## src/rtl/bicubic_tap_acc_if.sv

```systemverilog
// Handshake bundle between bicubic_tap_acc and its neighbours: the start/in_ready request
// from upstream, the tap select/value pair shared with the 4:1 tap mux, and the
// out_valid/out_ready/out_pix result channel to the next interpolation stage.
// The master side is the surrounding environment; the slave side is the accumulator.
interface bicubic_tap_acc_if #(
    parameter int unsigned DATA_W = 15,
    parameter int unsigned PIX_W  = 8
);
    logic                     start;
    logic                     in_ready;
    logic signed [DATA_W-1:0] tap_in;
    logic [1:0]               mux_sel;
    logic                     out_valid;
    logic                     out_ready;
    logic [PIX_W-1:0]         out_pix;

    modport master (
        output start,
        input  in_ready,
        output tap_in,
        input  mux_sel,
        input  out_valid,
        output out_ready,
        input  out_pix
    );

    modport slave (
        input  start,
        output in_ready,
        input  tap_in,
        output mux_sel,
        output out_valid,
        input  out_ready,
        output out_pix
    );
endinterface

```

## src/rtl/bicubic_tap_acc.sv

```systemverilog
// Bicubic tap sequencer/accumulator. Walks the tap mux select through taps 0..3, sums the
// four signed weighted taps, scales the sum to integer by an arithmetic right shift of
// FRAC_W and clamps it to an unsigned PIX_W-bit pixel held behind a valid/ready handshake.
// Optional feature: define TAP_ACC_ROUND_EN to add 2^(FRAC_W-1) before the shift
// (round half up); left undefined the shift floors and no rounding adder exists.
module bicubic_tap_acc #(
    parameter int unsigned DATA_W = 15,
    parameter int unsigned FRAC_W = 6,
    parameter int unsigned PIX_W  = 8
) (
    input logic              clk,
    input logic              rst_n,
    bicubic_tap_acc_if.slave bus
);

    // Four taps of DATA_W bits need two guard bits; one more absorbs the rounding offset.
    localparam int unsigned ACC_W   = DATA_W + 2;
    localparam int unsigned SCALE_W = DATA_W + 3;

    localparam logic signed [SCALE_W-1:0] PIX_MAX = SCALE_W'((1 << PIX_W) - 1);

    typedef enum logic [1:0] {
        StIdle,
        StAcc,
        StDone
    } state_e;

    state_e                    r_state;
    state_e                    w_state_next;
    logic [1:0]                r_cnt;
    logic signed [ACC_W-1:0]   r_acc;
    logic                      r_out_valid;
    logic [PIX_W-1:0]          r_out_pix;

    logic signed [ACC_W-1:0]   w_sum_next;
    logic signed [SCALE_W-1:0] w_scale_in;
    logic signed [SCALE_W-1:0] w_shifted;
    logic [PIX_W-1:0]          w_pix;
    logic                      w_last_tap;

    // Running sum including the tap currently presented by the mux.
    assign w_sum_next = r_acc + $signed({{2{bus.tap_in[DATA_W-1]}}, bus.tap_in});
    assign w_last_tap = (r_cnt == 2'd3);

`ifdef TAP_ACC_ROUND_EN
    localparam logic signed [SCALE_W-1:0] ROUND_OFS = SCALE_W'(1 << (FRAC_W - 1));

    // Round half up: bias by half an LSB of the integer result before flooring.
    assign w_scale_in = $signed({w_sum_next[ACC_W-1], w_sum_next}) + ROUND_OFS;
`else
    // Plain floor: sign-extend only, no rounding adder.
    assign w_scale_in = $signed({w_sum_next[ACC_W-1], w_sum_next});
`endif

    assign w_shifted = w_scale_in >>> FRAC_W;

    // Saturate the scaled sum into the unsigned pixel range.
    always_comb begin
        w_pix = w_shifted[PIX_W-1:0];
        if (w_shifted[SCALE_W-1]) begin
            w_pix = '0;
        end else if (w_shifted > PIX_MAX) begin
            w_pix = PIX_MAX[PIX_W-1:0];
        end
    end

    // State register.
    always_ff @(posedge clk or negedge rst_n) begin
        if (!rst_n) begin
            r_state <= StIdle;
        end else begin
            r_state <= w_state_next;
        end
    end

    // Next-state decode; start is only honoured where in_ready is high.
    always_comb begin
        w_state_next = r_state;
        unique case (r_state)
            StIdle: begin
                if (bus.start) begin
                    w_state_next = StAcc;
                end
            end
            StAcc: begin
                if (w_last_tap) begin
                    w_state_next = StDone;
                end
            end
            StDone: begin
                if (bus.out_ready) begin
                    w_state_next = bus.start ? StAcc : StIdle;
                end
            end
            default: w_state_next = StIdle;
        endcase
    end

    // Outputs decoded from registered state; mux_sel only moves on clock edges.
    always_comb begin
        bus.in_ready  = 1'b0;
        bus.mux_sel   = 2'd0;
        bus.out_valid = r_out_valid;
        bus.out_pix   = r_out_pix;
        unique case (r_state)
            StIdle:  bus.in_ready = 1'b1;
            StAcc:   bus.mux_sel  = r_cnt;
            StDone:  bus.in_ready = bus.out_ready;
            default: bus.in_ready = 1'b0;
        endcase
    end

    // Tap counter, accumulator and result registers.
    always_ff @(posedge clk or negedge rst_n) begin
        if (!rst_n) begin
            r_cnt       <= 2'd0;
            r_acc       <= '0;
            r_out_valid <= 1'b0;
            r_out_pix   <= '0;
        end else begin
            unique case (r_state)
                StIdle: begin
                    if (bus.start) begin
                        r_cnt <= 2'd0;
                        r_acc <= '0;
                    end
                end
                StAcc: begin
                    if (w_last_tap) begin
                        r_out_pix   <= w_pix;
                        r_out_valid <= 1'b1;
                        r_cnt       <= 2'd0;
                    end else begin
                        r_acc <= w_sum_next;
                        r_cnt <= r_cnt + 2'd1;
                    end
                end
                StDone: begin
                    // Clearing acc here makes the back-to-back restart start from zero.
                    if (bus.out_ready) begin
                        r_out_valid <= 1'b0;
                        r_acc       <= '0;
                        r_cnt       <= 2'd0;
                    end
                end
                default: begin
                    r_cnt       <= 2'd0;
                    r_acc       <= '0;
                    r_out_valid <= 1'b0;
                end
            endcase
        end
    end

endmodule

```

## src/flat_wrapper.sv

```systemverilog
// flat-port wrapper written by rule: the top's interface ports become plain ports
module bicubic_tap_acc_flat 
#(
    parameter int unsigned DATA_W = 15,
    parameter int unsigned FRAC_W = 6,
    parameter int unsigned PIX_W  = 8
)
  (clk, rst_n, bus_start, bus_in_ready, bus_tap_in, bus_mux_sel, bus_out_valid, bus_out_ready, bus_out_pix);
  bicubic_tap_acc_if #(.DATA_W(DATA_W), .PIX_W(PIX_W)) bus_i ();
  input logic clk;
  input logic rst_n;
  input wire logic [$bits(bus_i.start)-1:0] bus_start;
  output wire logic [$bits(bus_i.in_ready)-1:0] bus_in_ready;
  input wire logic [$bits(bus_i.tap_in)-1:0] bus_tap_in;
  output wire logic [$bits(bus_i.mux_sel)-1:0] bus_mux_sel;
  output wire logic [$bits(bus_i.out_valid)-1:0] bus_out_valid;
  input wire logic [$bits(bus_i.out_ready)-1:0] bus_out_ready;
  output wire logic [$bits(bus_i.out_pix)-1:0] bus_out_pix;
  assign bus_i.start = bus_start;
  assign bus_in_ready = bus_i.in_ready;
  assign bus_i.tap_in = bus_tap_in;
  assign bus_mux_sel = bus_i.mux_sel;
  assign bus_out_valid = bus_i.out_valid;
  assign bus_i.out_ready = bus_out_ready;
  assign bus_out_pix = bus_i.out_pix;
  bicubic_tap_acc #(.DATA_W(DATA_W), .FRAC_W(FRAC_W), .PIX_W(PIX_W)) u_core (.clk(clk), .rst_n(rst_n), .bus(bus_i));
endmodule
```

## config.mk

```make
export PLATFORM = sky130hd
export DESIGN_NAME = bicubic_tap_acc_flat
export DESIGN_NICKNAME = d
export VERILOG_FILES = /design/src/rtl/bicubic_tap_acc_if.sv /design/src/rtl/bicubic_tap_acc.sv /design/src/flat_wrapper.sv
export SDC_FILE = /design/constraint.sdc
export NUM_CORES = 1
export LEC_CHECK = 0
export BUFFER_PORTS_ARGS = -buffer_cell sky130_fd_sc_hd__buf_4
export CAP_MARGIN = 15
export CORE_ASPECT_RATIO = 0.5
export CORE_MARGIN = 5
export CORE_UTILIZATION = 40
export CTS_CLUSTER_DIAMETER = 30
export DETAILED_ROUTE_END_ITERATION = 8
export GPL_ROUTABILITY_DRIVEN = 0
export HOLD_SLACK_MARGIN = 0.1
export SETUP_SLACK_MARGIN = 0.15
export SYNTH_ARGS = -nofsm -noshare
export SYNTH_HDL_FRONTEND = slang
export SYNTH_SLANG_ARGS = --single-unit
```

## constraint.sdc

```tcl
create_clock -name clk -period 2.61 [get_ports clk]
set_clock_uncertainty 0.1 [all_clocks]
set_input_delay 0.261 -clock clk [delete_from_list [all_inputs] [get_ports clk]]
set_output_delay 0.261 -clock clk [all_outputs]
set_load 0.05 [all_outputs]
```

### Yosys cells after proc, flatten, opt, wreduce, memory -nomap -nowiden

Index checks and enable logic that the tools add are counted.

* register bits: 30
* bits in latches: 0
* memory bits (writable): 0
* memory bits (read-only): 0
* input port bits: 19
* output and inout port bits: 12
* logic and storage cells: 42
* memories: 0

* add/sub/neg operators: 2
* multiply operators: 0
* div/mod/pow operators: 0
* magnitude comparators: 1
* equal/unequal tests: 7
* shift-type cells: 0
* multiplexer cells: 20
* bitwise gates (word level): 1
* reductions and logical operators: 6

Operator list (number)
* $mux W17: 3
* $pmux W17 S3: 1
* $add A17 B15 Y17: 1
* $mux W8: 2
* $mux W2: 7
* $pmux W2 S3: 2
* $gt A11 B9 Y1 const B: 1
* $reduce_and A3 Y1: 3
* $ne A2 B2 Y1 const B: 3
* $eq A2 B2 Y1 const B: 2
* $reduce_and A2 Y1: 2
* $mux W1: 3
* $pmux W1 S3: 1
* $add A2 B1 Y2 const B: 1
* $eq A2 B1 Y1 const B: 1
* $logic_not A2 Y1: 1
* $ne A2 B1 Y1 const B: 1
* $pmux W1 S2: 1
* $not A1 Y1: 1

### Longest topological paths before layout

* word-level depth: 4
* depth in mapped cells: 10
* depth with buffers taken out: 10

### Least setup slack after synthesis

No wires, ideal clock.

* path type: register -> register
* from: register u_core.r_acc[0]
* to: register u_core.r_out_pix[0] (netlist: u_core.bus.out_pix[0])
* library setup time: 0.126 ns
* arrival: 2.462 ns
* required time: 2.384 ns
* setup slack: -0.078 ns
* cell stages (with the launch flop): 11
* path buffers: 0
* clock period less this slack: 2.688 ns
* cells stage by stage: dfrtp_1 -> ha_1 -> inv_1 -> fa_1 -> nand2b_1 -> a21oi_2 -> o41ai_2 -> o31a_1 -> mux2_4 -> a21boi_4 -> a221o_1

* cells in the longest elaborated chain, start to end: 4

Ends and longest elaborated chain
* from (decl): RTL line bicubic_tap_acc.sv:31 `logic signed [ACC_W-1:0] r_acc;`
* from (signal assigned): RTL line bicubic_tap_acc.sv:134 `r_acc <= w_sum_next;`
* $add A17 B15 Y17 (*): RTL line bicubic_tap_acc.sv:42 `assign w_sum_next = r_acc + $signed({{2{bus.tap_in[DATA_W-1]}}, bus.tap_in});`
* $gt A11 B9 Y1: RTL line bicubic_tap_acc.sv:62 `end else if (w_shifted > PIX_MAX) begin`
* $mux W8: RTL line bicubic_tap_acc.sv:62
* $mux W8 (*): RTL line bicubic_tap_acc.sv:60 `if (w_shifted[SCALE_W-1]) begin`
* to (signal assigned): RTL line bicubic_tap_acc.sv:130 `r_out_pix <= w_pix;`
* to (decl): RTL line bicubic_tap_acc.sv:33 `logic [PIX_W-1:0] r_out_pix;`

Every way passes the cells marked *; elsewhere a longest branch is shown, timed or not.
A chain may end at the register's enable or synchronous reset.

### Worst setup path after layout

Same ends and word-level chain as after synthesis.

==> results.txt <==
The adder-cell area share of the yosys netlist came out at 11.32%. The total number of placement rows is 18. From left edge to right edge, the die measures roughly 110 um. After clock tree synthesis, the clock-pin slew on the worst setup and hold paths is 0.07 ns. The maximum buffer depth of the clock tree came out at 2.

In the routed design, unresolved DRC markers number 0. The type of the worst setup path is reg -> reg. The minimum clock period after layout came out at 2.617 ns.

The upper clock frequency limit came out at 382.0 MHz. The first-pass iteration count of the detailed router came out at 4. The startpoint type of the worst setup path is a flip-flop. The worst hold-check path type is in -> reg. The number of clock sinks came out at 30. The analysis attributes to cell leakage a power of 0.001257 uW. The global-route wire length before repair is about 8.6 mm. The area growth from synthesis to layout is 29.21%.

The die boundary height is around 61 um. The main combinational cell family by area after synthesis is compound AO/OA/AOI/OAI gates. The cell sitting at the root of the clock tree is a sky130_fd_sc_hd__clkbuf_8. The via count of the first global-routing pass came to 1754.

In this run, synthesis produced a sequential element count of 30. For the pin with the worst max-slew slack, the measured transition is 0.7237 ns. The required time of the worst setup path is roughly 2.7 ns.

The number of design-rule violations left by the first detailed-router iteration came out at between 50 and 60. The source-to-sink clock delay at the later pin of the worst-skew pair came out at 0.29 ns. The number of pins with negative max-slew slack in the final report is 0.

The worst max-slew margin expressed relative to the limit is between 50 and 60%. The aggregate global routing overflow came out at 0. The met2 wire length came out at 2.185 mm.

On the final layout, the worst hold slack is 0.1457 ns. The total negative slack for setup checks is -0.01156 ns. The detailed-placement wirelength estimate is 4.048 mm. sky130_fd_sc_hd__dfrtp_1 is the most common cell in the netlist. The number of nets in the final layout came out at approximately 300. The count of flip-flops with a built-in enable after synthesis is 0.

The flow ran to the end, but the final reports show violations. The final hold violation count came out at 0. The top fanout value on the critical path came out at 8. Of the synthesized area, sequential elements account for 36.52%. For this run, asynchronously set or reset flops after synthesis account for 100.0%. Buffers placed on the I/O ports in this run total 30. The total power draw came out at 3870 uW.

Sorting the synthesized cells by how often they occur yields sky130_fd_sc_hd__dfrtp_1, sky130_fd_sc_hd__nand2_1, sky130_fd_sc_hd__o21ai_0. The synthesized netlist devotes ~15% of its cell area to simple gates. The compound-cell area share of the yosys netlist is 27.88%. The total routing resource utilization after global routing came out at between 10% and 20%.

The most common flop cell mapped by yosys is sky130_fd_sc_hd__dfrtp_1. Counting the buffers created by CTS gives 5. The filler cell count in the final layout is 470. The post-synthesis instance area came out at between 2000 and 2500 sq um. The checks that failed: setup timing.

The clock tree from TritonCTS is done. The repair_antennas step left the layout with diodes totalling 0. The gate count of the mapped netlist is 219. Sorting the synthesized cells by area gives the leading types as sky130_fd_sc_hd__dfrtp_1, sky130_fd_sc_hd__ha_1, sky130_fd_sc_hd__xnor2_1, sky130_fd_sc_hd__o21ai_0, sky130_fd_sc_hd__nand2_1. Setup repair after global routing could not meet its margin everywhere.

The power per unit of standard cell area came out at 1457 nW/um^2. In the final routed layout, each cell accounts on average for around 15 um. The met3 routed wirelength came out at 250 um. The total number of vias is between 1500 and 2000.

The Yosys warning count came out at 0. The tool flagged a number of max-cap violations equal to 0. The number of placed instances, taps included, is 329. The total wirelength of the detailed-routed design came out at 5.244 mm.

The part of the cycle the worst path needs is 100.3%. The critical path data arrival time is 2.69 ns. The post-layout instance count excluding filler cells is 341. The highest routed metal layer is met4. The remaining number of nets flagged by the antenna check after routing came out at 0. The effective utilization at floorplan came out at 41.49%.

Dividing the detail-routed via count by the number of cells gives 5.343. The number of distinct library cells after synthesis came out at 46. The peak ir drop on the vdd network came out at around 0.69 mV. Entering global routing, the biggest net connects 31 pins. The worst setup margin is -0.007470 ns. The die area came out at 6760 sq um. The synthesized area divided by synthesized cell count is 9.387 sq um. The number of antenna violations at the first check in global routing is 0. The kind of end point of the critical path is a flip-flop. The post-synthesis xor/xnor area fraction came out at around 6.4%. The core region is 4955 sq um. The number of H-tree levels is 2. Multiplexer cells account for 1.217% of the synthesized area. The number of top-level pins came out at 31. The synthesized design spends more area on one cell type than any other, namely sky130_fd_sc_hd__dfrtp_1. The top cell type's share of synthesized area came out at a little over a third. The total setup violations reported at the end of the flow is 2.

The detailed-route wire length on metal 1 is 2.737 mm. With fillers left out, the area of the finished cells amounts to ~2700 sq um. The fraction of final layout cells with drive strength greater than 1 is 26.94%. The net count after synthesis came out at 256. After detailed placement, the total cell area comes to 2501 sq um.
## cells in the final DEF (no fill, tap or decap), drive strengths merged, types with 3 or more instances in the layout
| cell | n |
|---|---|
| xor2 | 4 |
| and2 | 4 |
| nand2b | 8 |
| o21ai | 21 |
| a221o | 5 |
| buf | 50 |
| dfrtp | 30 |
| a21oi | 16 |
| ha | 17 |
| nand2 | 21 |
| nand3 | 3 |
| inv | 4 |
| a31oi | 3 |
| a22o | 8 |
| a21o | 8 |
| nor2 | 15 |
| clkbuf | 6 |
| xnor2 | 11 |
## per-stage QoR
| step | util [%] | setup WS, ns |
|---|---|---|
| after CTS | 52.75 | -0.01521 |
| after floorplan | - | 0.04745 |
| after global routing | 53.61 | -0.08649 |
| after detailed placement | 50.48 | -0.03476 |
| final | 53.61 | -0.007470 |
| after global placement | 50.48 | 0.04097 |
## layout make-up
class	instances	area, sq um	area share (%)
clock buffers	6	82.58	3.109
clock inverters	2	12.51	0.4710
inverters	4	15.01	0.5652
multi-input cells	178	1310	49.32
flip-flops and latches	30	750.7	28.26
well taps	70	87.58	3.297
repair buffers	51	397.9	14.98
## layer usage
layer | track usage [%] | vias to the layer above
met5 | 0 | -
met4 | 5.719 | 0
met3 | 3.984 | 8
met2 | 25.11 | 34
met1 | 23.20 | 872
li1 | - | 908
## flip-flops by register name, summed over array words and instances (netlist names)
signal and count:
u_core.bus.out_pix 8, u_core.bus.out_valid 1, u_core.r_acc 17, u_core.r_cnt 2, u_core.r_state 2
## path summary, 6_finish.rpt
check	cells past startpoint	slack (ns)	from	endpoint
hold reg to reg	2	0.40	u_core.r_acc[4]	u_core.r_acc[4]
hold / removal	3	0.15	bus_out_ready	u_core.r_state[0]
setup / recovery	10	-0.007	u_core.r_acc[0]	u_core.bus.out_pix[0]
min in group asynchronous	2	0.34	rst_n	u_core.r_acc[0]
setup reg to reg	10	-0.007	u_core.r_acc[0]	u_core.bus.out_pix[0]
max in group asynchronous	2	1.78	rst_n	u_core.bus.out_pix[3]
## logic make-up (layout without fill, tap and decap cells)
group | count (synthesis) | count (layout)
AO/OA/AOI/OAI | 81 | 81
AND/OR/NAND/NOR | 62 | 62
flip-flops | 30 | 30
adder cells (fa/ha/maj) | 18 | 18
XOR/XNOR | 15 | 15
buffers and inverters | 11 | 63
multiplexers | 2 | 2
## power breakdown
group	switching [uW]	internal (uW)
Sequential	173	703
Combinational	1460	1130
Clock	196	212
## worst max-delay path, stage by stage, from the launching register on
cell,delay [ns]
sky130_fd_sc_hd__dfrtp_1,0.36
sky130_fd_sc_hd__ha_2,0.20
sky130_fd_sc_hd__inv_2,0.04
sky130_fd_sc_hd__fa_2,0.33
sky130_fd_sc_hd__nand2b_4,0.16
sky130_fd_sc_hd__a21oi_4,0.18
sky130_fd_sc_hd__o41ai_4,0.09
sky130_fd_sc_hd__o31a_1,0.28
sky130_fd_sc_hd__mux2_4,0.33
sky130_fd_sc_hd__buf_12,0.14
sky130_fd_sc_hd__a221o_1,0.29
## what timing repair did
| item | in CTS | in global routing |
|---|---|---|
| setup buffers | 1 | 2 |
| pin swaps | 2 | 1 |
| setup endpoints to repair | 8 | 11 |
| hold buffers | 1 | 0 |
| hold endpoints to repair | 30 | 0 |
| gates resized for setup | 0 | 6 |
No activity file was read; power rests on OpenSTA's default activity.
